File: config.mk
export PLATFORM = sky130hd
export DESIGN_NAME = piso_tx
export DESIGN_NICKNAME = d
export VERILOG_FILES = /design/src/rtl/serial_defs_pkg.sv /design/src/rtl/piso_tx.sv
export SDC_FILE = /design/constraint.sdc
export NUM_CORES = 1
export LEC_CHECK = 0
export ABC_AREA = 1
export CAP_MARGIN = 20
export CORE_MARGIN = 2
export CORE_UTILIZATION = 25
export CTS_BUF_LIST = sky130_fd_sc_hd__clkbuf_2 sky130_fd_sc_hd__clkbuf_4 sky130_fd_sc_hd__clkbuf_8
export DETAILED_ROUTE_END_ITERATION = 6
export PLACE_DENSITY_LB_ADDON = 0.25
export SYNTH_ARGS = -nofsm -noshare
export SYNTH_HDL_FRONTEND = slang
export SYNTH_SLANG_ARGS = --single-unit
export TNS_END_PERCENT = 1
File: constraint.sdc
create_clock -name clk -period 1.2 [get_ports clk]
set_input_delay 0.12 -clock clk [delete_from_list [all_inputs] [get_ports clk]]
set_output_delay 0.12 -clock clk [all_outputs]
set_load 0.05 [all_outputs]
File: src/rtl/serial_defs_pkg.sv
// -----------------------------------------------------------------------------
// serial_defs_pkg
//   Definitions shared by the serial/parallel block set (this PISO transmitter
//   and the matching SIPO receiver): the FSM state encoding, the default word
//   width, and a helper that sizes the per-frame bit counter.
// -----------------------------------------------------------------------------
package serial_defs_pkg;

   // Default word width used by both ends of the serial link.
   localparam int unsigned SERIAL_WIDTH_DEFAULT = 4;

   // Two-state framing FSM: IDLE drives an idle line, SHIFT emits frame bits.
   typedef enum logic {
      IDLE  = 1'b0,
      SHIFT = 1'b1
   } ser_state_e;

   // Counter width able to hold 0..width-1; never less than one bit.
   function automatic int unsigned cnt_width(input int unsigned width);
      return (width < 2) ? 1 : $clog2(width);
   endfunction

endpackage : serial_defs_pkg

File: src/rtl/piso_tx.sv
// -----------------------------------------------------------------------------
// piso_tx
//   Parallel-in serial-out transmitter. A WIDTH-bit word is taken through a
//   valid/ready handshake and shifted out one bit per clock, with a bit-valid
//   strobe and start/end-of-frame markers. A new word may be accepted in the
//   cycle that the last bit of the current frame is being sent, so words
//   offered back-to-back go out with no idle cycle between frames.
//
// Parameters
//   WIDTH      word length in bits, legal range 2..32
//   MSB_FIRST  1: din[WIDTH-1] is sent first; 0: din[0] is sent first
//
// Ports
//   clk         rising-edge clock
//   reset       synchronous active-low reset
//   din         parallel word, sampled only when a word is accepted
//   load_valid  producer offers a word on din
//   load_ready  block accepts a word this cycle (combinational from state)
//   dout        serial data bit (registered)
//   dout_valid  dout carries a frame bit (registered)
//   sof         first bit of a frame (registered)
//   eof         last bit of a frame (registered)
// -----------------------------------------------------------------------------
module piso_tx
   import serial_defs_pkg::*;
#(
   parameter int unsigned WIDTH     = SERIAL_WIDTH_DEFAULT,
   parameter bit          MSB_FIRST = 1'b1
) (
   input  logic             clk,
   input  logic             reset,
   input  logic [WIDTH-1:0] din,
   input  logic             load_valid,
   output logic             load_ready,
   output logic             dout,
   output logic             dout_valid,
   output logic             sof,
   output logic             eof
);

   localparam int unsigned          CNT_W    = cnt_width(WIDTH);
   localparam logic [CNT_W-1:0]     LAST_BIT = CNT_W'(WIDTH - 1);

   // ---------------------------------------------------------------------------
   // State
   // ---------------------------------------------------------------------------
   ser_state_e        state_q,      state_d;
   logic [WIDTH-1:0]  shreg_q,      shreg_d;
   logic [CNT_W-1:0]  bit_cnt_q,    bit_cnt_d;
   logic              dout_q,       dout_d;
   logic              dout_valid_q, dout_valid_d;
   logic              sof_q,        sof_d;
   logic              eof_q,        eof_d;

   logic              last_bit;
   logic              accept;
   logic              cur_bit;
   logic [WIDTH-1:0]  shreg_shifted;

   // The last bit of a frame is the slot where the next word can be loaded;
   // this is what makes back-to-back frames seamless.
   assign last_bit   = (state_q == SHIFT) && (bit_cnt_q == LAST_BIT);
   assign load_ready = reset && ((state_q == IDLE) || last_bit);
   assign accept     = load_valid && load_ready;

   // Bit presented this cycle and the register after moving it out; the
   // vacated end fills with zero.
   always_comb begin
      if (MSB_FIRST) begin
         cur_bit       = shreg_q[WIDTH-1];
         shreg_shifted = {shreg_q[WIDTH-2:0], 1'b0};
      end else begin
         cur_bit       = shreg_q[0];
         shreg_shifted = {1'b0, shreg_q[WIDTH-1:1]};
      end
   end

   // ---------------------------------------------------------------------------
   // Next-state and output logic
   // ---------------------------------------------------------------------------
   always_comb begin
      // NOTE: every signal gets a default first so no path leaves one
      // unassigned; an unassigned path in always_comb infers a latch.
      state_d      = state_q;
      shreg_d      = shreg_q;
      bit_cnt_d    = bit_cnt_q;
      dout_d       = 1'b0;
      dout_valid_d = 1'b0;
      sof_d        = 1'b0;
      eof_d        = 1'b0;

      unique case (state_q)
         IDLE: begin
            if (accept) begin
               shreg_d   = din;
               bit_cnt_d = '0;
               state_d   = SHIFT;
            end
         end

         SHIFT: begin
            dout_d       = cur_bit;
            dout_valid_d = 1'b1;
            sof_d        = (bit_cnt_q == '0);
            eof_d        = last_bit;

            if (last_bit) begin
               // Counter is reloaded or the frame ends here, so it never wraps.
               bit_cnt_d = '0;
               if (accept) begin
                  shreg_d = din;
               end else begin
                  shreg_d = shreg_shifted;
                  state_d = IDLE;
               end
            end else begin
               shreg_d   = shreg_shifted;
               bit_cnt_d = bit_cnt_q + 1'b1;
            end
         end

         default: begin
            state_d = IDLE;
         end
      endcase
   end

   // ---------------------------------------------------------------------------
   // Registers
   // ---------------------------------------------------------------------------
   // NOTE: sequential state uses non-blocking assignments so every flop
   // samples its _d value from before the edge, independent of statement order.
   // NOTE: the shift register is cleared on reset too, so an aborted frame
   // leaves no stale data behind.
   always_ff @(posedge clk) begin
      if (!reset) begin
         state_q      <= IDLE;
         shreg_q      <= '0;
         bit_cnt_q    <= '0;
         dout_q       <= 1'b0;
         dout_valid_q <= 1'b0;
         sof_q        <= 1'b0;
         eof_q        <= 1'b0;
      end else begin
         state_q      <= state_d;
         shreg_q      <= shreg_d;
         bit_cnt_q    <= bit_cnt_d;
         dout_q       <= dout_d;
         dout_valid_q <= dout_valid_d;
         sof_q        <= sof_d;
         eof_q        <= eof_d;
      end
   end

   assign dout       = dout_q;
   assign dout_valid = dout_valid_q;
   assign sof        = sof_q;
   assign eof        = eof_q;

endmodule : piso_tx
==> results of run 1 <==
-- cell usage after synthesis --
cell	instances	area [µm²]
inv_1	13	48.80
o21ai_0	2	10.01
or2_0	1	6.260
nand4_1	4	25.02
dfxtp_1	11	220.2
nand3_4	1	17.52
nand2_2	1	6.260
buf_2	1	5.000
ha_1	2	25.02
inv_2	1	3.750
a21oi_1	2	10.01
nand2_1	15	56.30
nand3_1	4	20.02
nor2_1	9	33.78
-- where the power goes --
group	switching [mW]	leakage, nW	internal, mW	total, mW
clock	0.114	0.0184	0.151	0.265
sequential	0.0154	0.0911	0.388	0.404
combinational	0.103	0.269	0.100	0.203
-- flip-flops by register name (all words and copies together), names as in the netlist --
name / count
bit_cnt_q: 2
dout: 1
dout_valid: 1
eof: 1
shreg_q: 4
sof: 1
state_q: 1
-- worst max-delay path, cell delays in order (launching register included) --
cell     delay, ns
dfxtp_2       0.35
ha_4          0.13
inv_2         0.04
nand2_4       0.06
inv_4         0.04
nor2_4        0.11
buf_12        0.14
-- layout make-up --
cell class | count | area [µm²] | area share, %
sequential | 11 | 222.7 | 27.77
tap | 25 | 31.28 | 3.900
clock buffer | 4 | 30.03 | 3.744
multi-input combinational | 41 | 237.7 | 29.64
inverter | 14 | 55.05 | 6.864
timing repair buffer | 18 | 225.2 | 28.08
-- path summary, 6_finish.rpt --
path / slack, ns / startpoint / depth (start not counted) / endpoint
max reg2reg: 0.03 / bit_cnt_q[1]$_SDFFE_PN0P_ / 9 / shreg_q[2]$_SDFFE_PN0P_
min reg2reg: 0.45 / shreg_q[3]$_SDFFE_PN0P_ / 2 / dout$_SDFF_PN0_
min: 0.45 / din[0] / 3 / shreg_q[0]$_SDFFE_PN0P_
max: -0.06 / bit_cnt_q[1]$_SDFFE_PN0P_ / 6 / load_ready
-- cells in the final DEF (no fill, tap or decap), types with 2 or more instances in the layout --
cell	instances
buf_4	6
dfxtp_2	2
nand2_1	14
nand3_1	4
nor2_1	8
nand4_1	4
a21oi_1	2
dfxtp_1	9
inv_2	2
buf_12	6
inv_1	11
clkbuf_4	4
clkdlybuf4s50_1	6
-- cell families (layout without fill, tap and decap cells) --
group	Yosys count	count (layout)	synth area share, %
DFF	11	11	45.13
and+or+nand+nor	35	35	33.85
AOI/OAI and AO/OA	4	4	4.103
adders and majority gates	2	2	5.127
buffers and inverters	15	36	11.79
-- layer usage --
metal  global-route usage [%]  up-vias  routed length (µm)
li1                         -      250                   -
met1                    13.00      192                 446
met2                    14.21       20                 389
met3                    7.407        2                  97
met4                    3.243        0                   6
met5                        0        -                   0
-- metrics by stage --
| step | TNS, ns | instances |
|---|---|---|
| after floorplan | 0 | 67 |
| after global placement | -0.1931 | 105 |
| after detailed placement | -0.2257 | 105 |
| after CTS | -0.07006 | 112 |
| after global routing | -0.3093 | 113 |
| final | -0.05941 | 113 |
-- repair_timing --
action | 4_1_cts | 5_1_grt
gates resized for setup | 8 | 2
pin swaps | 0 | 3
endpoints found under the setup margin | 1 | 7
buffers inserted | 3 | 1
hold buffers | 0 | 0
==> flow_metrics.py, run 1 <==
metrics = {
    "drt": {
        "drt_wl_total_um": 939,
        "postRouteAntennaNets": 0,
        "dr.pass1.iters": 4,
        "via_per_inst": 4.106,
        "drt_iter0_drc": 6,
        "wl_per_cell_um": 8.310,
        "via_count": 464,
        "drc": 0,
    },
    "die": {
        "rows": 15,
        "core_area_um2": 1783,
        "start_util_pct": 27.37,
        "die_w_um": 48.18,
        "die_area_um2": 2321,
        "ios": 12,
        "die_h_um": 48.18,
    },
    "cells_and_area": {
        "nets": 98,
        "synthToLayoutAreaGrowth_pct": 64.36,
        "final_area_um2": 802.0,
        "n_antenna_cell": 0,
        "post-route-util_pct": 44.98,
        "fillers": 182,
        "drive_gt1_share_pct": 29.55,
    },
    "global_routing": {
        "grt_pass1_wl_um": 1621,
        "grt_max_degree": 11,
        "grt_util_all_layers_pct": 10.45,
        "antenna_found_initial": 0,
        "grt-ovfl-total": 0,
        "grt_pass1_vias": 374,
    },
    "synthesis": {
        "syn_nets": 76,
        "syn_inst": 67,
        "avgSynthCellArea_um2": 7.283,
        "ys_ff_latch": 11,
        "yosysWarnings": 0,
        "synth.cell_area_um2": 488.0,
        "yosysSeqAreaShare_pct": 45.13,
        "synth_cell_types": 14,
    },
    "critical_path": {
        "end_kind": "primary output",
        "cp_max_fo": 2,
        "critPathLaunchType": "register",
        "arrival_ns": 1.14,
        "worstPathRequired_ns": 1.08,
        "worst-setup-path-type": "reg -> out",
    },
    "outcome": {
        "status": "complete, but fails checks",
        "violations": "negative setup slack",
    },
    "pwr": {
        "power_density_nw_per_um2": 1088,
        "ir_worst_vdd_mv": 0.6422,
        "leakage_nw": 0.3781,
        "power.total_mw": 0.8725,
    },
    "clock_tree": {
        "cts_root_buf": "clkbuf_4",
        "clock-sinks": 11,
        "htreeDepth": 1,
        "cts_buffer_depth": 2,
        "insertion_delay_ns": 0.27,
        "cts_tree": "done",
        "cts_made_buffers": 3,
        "path_clk_slew_ns": 0.06,
    },
    "sta": {
        "finalSetupViolCount": 1,
        "skew_ns": 0.003895,
        "max_freq_mhz": 794.0,
        "hold_viol_final": 0,
        "finalCritPeriodShare_pct": 105.0,
        "maxSlewViolCount": 0,
        "tightest_slew_ns": 0.2695,
        "setup_slack_ns": -0.05941,
        "max_slew_margin_pct": 81.98,
        "min_period_ns": 1.259,
        "timing.hold.ws_ns": 0.4467,
        "rsz0062_at_grt": "yes",
    },
    "placement": {
        "dp_slack_ns": -0.04880,
        "place.gp.congestion": 0.7925,
        "dpl_cell_area_um2": 716.9,
        "io_buffers": 11,
        "dp_hpwl_um": 704.1,
    },
    "worst_hold_path": {
        "hold_path.class": "in -> reg",
    },
    "job": {
        "drv_cap": 0,
    },
}
(Power assumes the default switching activity.)
==> run 2: changes to the inputs <==
- clock period: 1.2 -> 1.5 ns (I/O delays scaled with it)
==> run 2 against run 1 <==
Effect of this change: the flow now finishes without violations; combinational power shrank 33%; first-iteration DRC count rose by 33%; final area fell by 13%.
==> flow_metrics.py, run 2 (same netlist as run 1, synthesis figures left out) <==
metrics = {
    "die": {
        "core_area_um2": 1783,
        "ios": 12,
        "die_h_um": 48.18,
        "die_w_um": 48.18,
        "rows": 15,
        "start_util_pct": 27.37,
        "die_area_um2": 2321,
    },
    "critical_path": {
        "r2r_slack_ns": 0.24,
        "worst-path-buf-inv": 3,
        "slowest_stage": "dfxtp_2",
        "slowest_delay_ns": 0.34,
        "arrival_ns": 1.26,
        "worst-setup-path-type": "reg -> out",
        "crit_family": "flip-flops",
        "crit_chain": "ha_1 -> inv_1 -> nand2_4 -> inv_2 -> nor2_4 -> buf_12",
        "worstPathRequired_ns": 1.35,
        "cp_max_fo": 5,
        "end_kind": "primary output",
        "critPathLaunchType": "register",
    },
    "sta": {
        "maxSlewViolCount": 0,
        "rsz0062_at_grt": "no",
        "finalSetupViolCount": 0,
        "setup_slack_ns": 0.08581,
        "tightest_slew_ns": 0.2754,
        "tns_ns": 0,
        "max_freq_mhz": 707.1,
        "max_slew_margin_pct": 81.58,
        "hold_viol_final": 0,
        "finalCritPeriodShare_pct": 94.28,
        "min_period_ns": 1.414,
        "skew_ns": 0.007022,
    },
    "drt": {
        "via_count": 446,
        "dr.pass1.iters": 4,
        "wl_per_cell_um": 8.300,
        "drt_iter0_drc": 8,
        "via_per_inst": 4.055,
        "drt_wl_total_um": 913,
        "drc": 0,
        "postRouteAntennaNets": 0,
    },
    "pwr": {
        "ir_worst_vdd_mv": 0.3445,
        "leakage_nw": 0.3477,
        "seq_power_share_pct": 47.1,
        "p_sw_share_pct": 27.64,
        "switching_power_mw": 0.1877,
        "p_int_mw": 0.4915,
        "power_density_nw_per_um2": 972.9,
        "combPwrFrac_pct": 20.2,
        "power_frac_clock_pct": 32.7,
    },
    "clock_tree": {
        "cts_root_buf": "clkbuf_4",
        "path_clk_slew_ns": 0.07,
        "cts_buffer_depth": 2,
        "insertion_delay_ns": 0.27,
        "htreeDepth": 1,
        "cts_made_buffers": 3,
        "cts_tree": "done",
        "clock-sinks": 11,
    },
    "placement": {
        "io_buffers": 11,
        "dp_hpwl_um": 699.7,
        "place.gp.congestion": 0.7120,
        "dp_slack_ns": 0.2532,
        "dp.cells": 104,
    },
    "global_routing": {
        "grt_max_degree": 9,
        "grt_util_all_layers_pct": 9.765,
        "antenna_found_initial": 0,
        "grt_pass1_vias": 370,
        "grt-ovfl-total": 0,
        "grt_pass1_wl_um": 1483,
    },
    "cells_and_area": {
        "reg_top3": "shreg_q x4, bit_cnt_q x2",
        "drive_gt1_share_pct": 22.35,
        "n_antenna_cell": 0,
        "final_common_cell": "nand2_1",
        "stdcell_count": 110,
        "synthToLayoutAreaGrowth_pct": 43.08,
        "nets": 95,
        "largest_reg_flops": 4,
        "multi_input_area_um2": 222.7,
        "regArea_um2": 221.5,
        "fillers": 198,
        "max_flop_register": "shreg_q",
        "layout_common_cells": "nand2_1 (15), inv_1 (12), dfxtp_1 (10)",
    },
    "job": {
        "drv_cap": 0,
    },
    "worst_hold_path": {
        "hold_path.class": "reg -> reg",
    },
    "outcome": {
        "status": "complete, no violations",
    },
}
-- run 2: what timing repair did --
| action | in CTS | in global routing |
|---|---|---|
| buffers inserted | 0 | 2 |
| endpoints found under the hold margin | 0 | 0 |
| resized for setup | 1 | 3 |
| pin swaps | 0 | 1 |
| endpoints found under the setup margin | 1 | 1 |
| hold buffers | 0 | 0 |
-- run 2: power by group through the flow --
stage	Combinational (mW)	Clock (mW)	Sequential, mW
after CTS	0.130	0.233	0.319
final	0.137	0.222	0.320
after floorplan	0.0674	0	0.337
after detailed placement	0.129	0	0.326
after global placement	0.129	0	0.326
after global routing	0.153	0.242	0.322
-- run 2: metal layers --
metal / share of wire [%] / global-route usage [%] / up-vias
met5: 0 / 0 / -
met4: 3.1 / 8.108 / 0
li1: - / - / 243
met1: 50 / 13.23 / 186
met2: 40 / 11.84 / 13
met3: 7.2 / 3.704 / 4
-- run 2: path summary, 6_finish.rpt --
kind,startpoint,to,depth (start not counted)
max reg2reg,bit_cnt_q[0]$_SDFFE_PN0P_,shreg_q[3]$_SDFFE_PN0P_,9
min,bit_cnt_q[0]$_SDFFE_PN0P_,bit_cnt_q[0]$_SDFFE_PN0P_,1
min reg2reg,bit_cnt_q[0]$_SDFFE_PN0P_,bit_cnt_q[0]$_SDFFE_PN0P_,1
max,bit_cnt_q[0]$_SDFFE_PN0P_,load_ready,6
-- run 2: worst register-to-register path, stage by stage (launching register included) --
cell,delay (ns)
dfxtp_2,0.34
ha_1,0.19
inv_1,0.10
nand2_4,0.09
buf_4,0.15
buf_4,0.12
nand4_1,0.06
nand2_1,0.06
inv_1,0.04
nor2_1,0.03
-- run 2: area by class of cell --
cell class                 instances  area share, %
clock buffer                       4          4.301
inverter                          14          7.527
multi-input combinational         41          31.90
sequential                        11          31.72
tap                               25          4.480
timing repair buffer              15          20.07
-- run 2: stage by stage --
stage	instance area, µm²	hold WS, ns	power, mW	utilization, %
floorplan	490.5	0.2707	0.4048	-
global placement	641.9	0.4517	0.4545	36.00
detailed placement	641.9	0.4458	0.4549	36.00
CTS	673.1	0.4541	0.6815	37.75
global route	698.2	0.4705	0.7175	39.16
finish	698.2	0.4555	0.6792	39.16
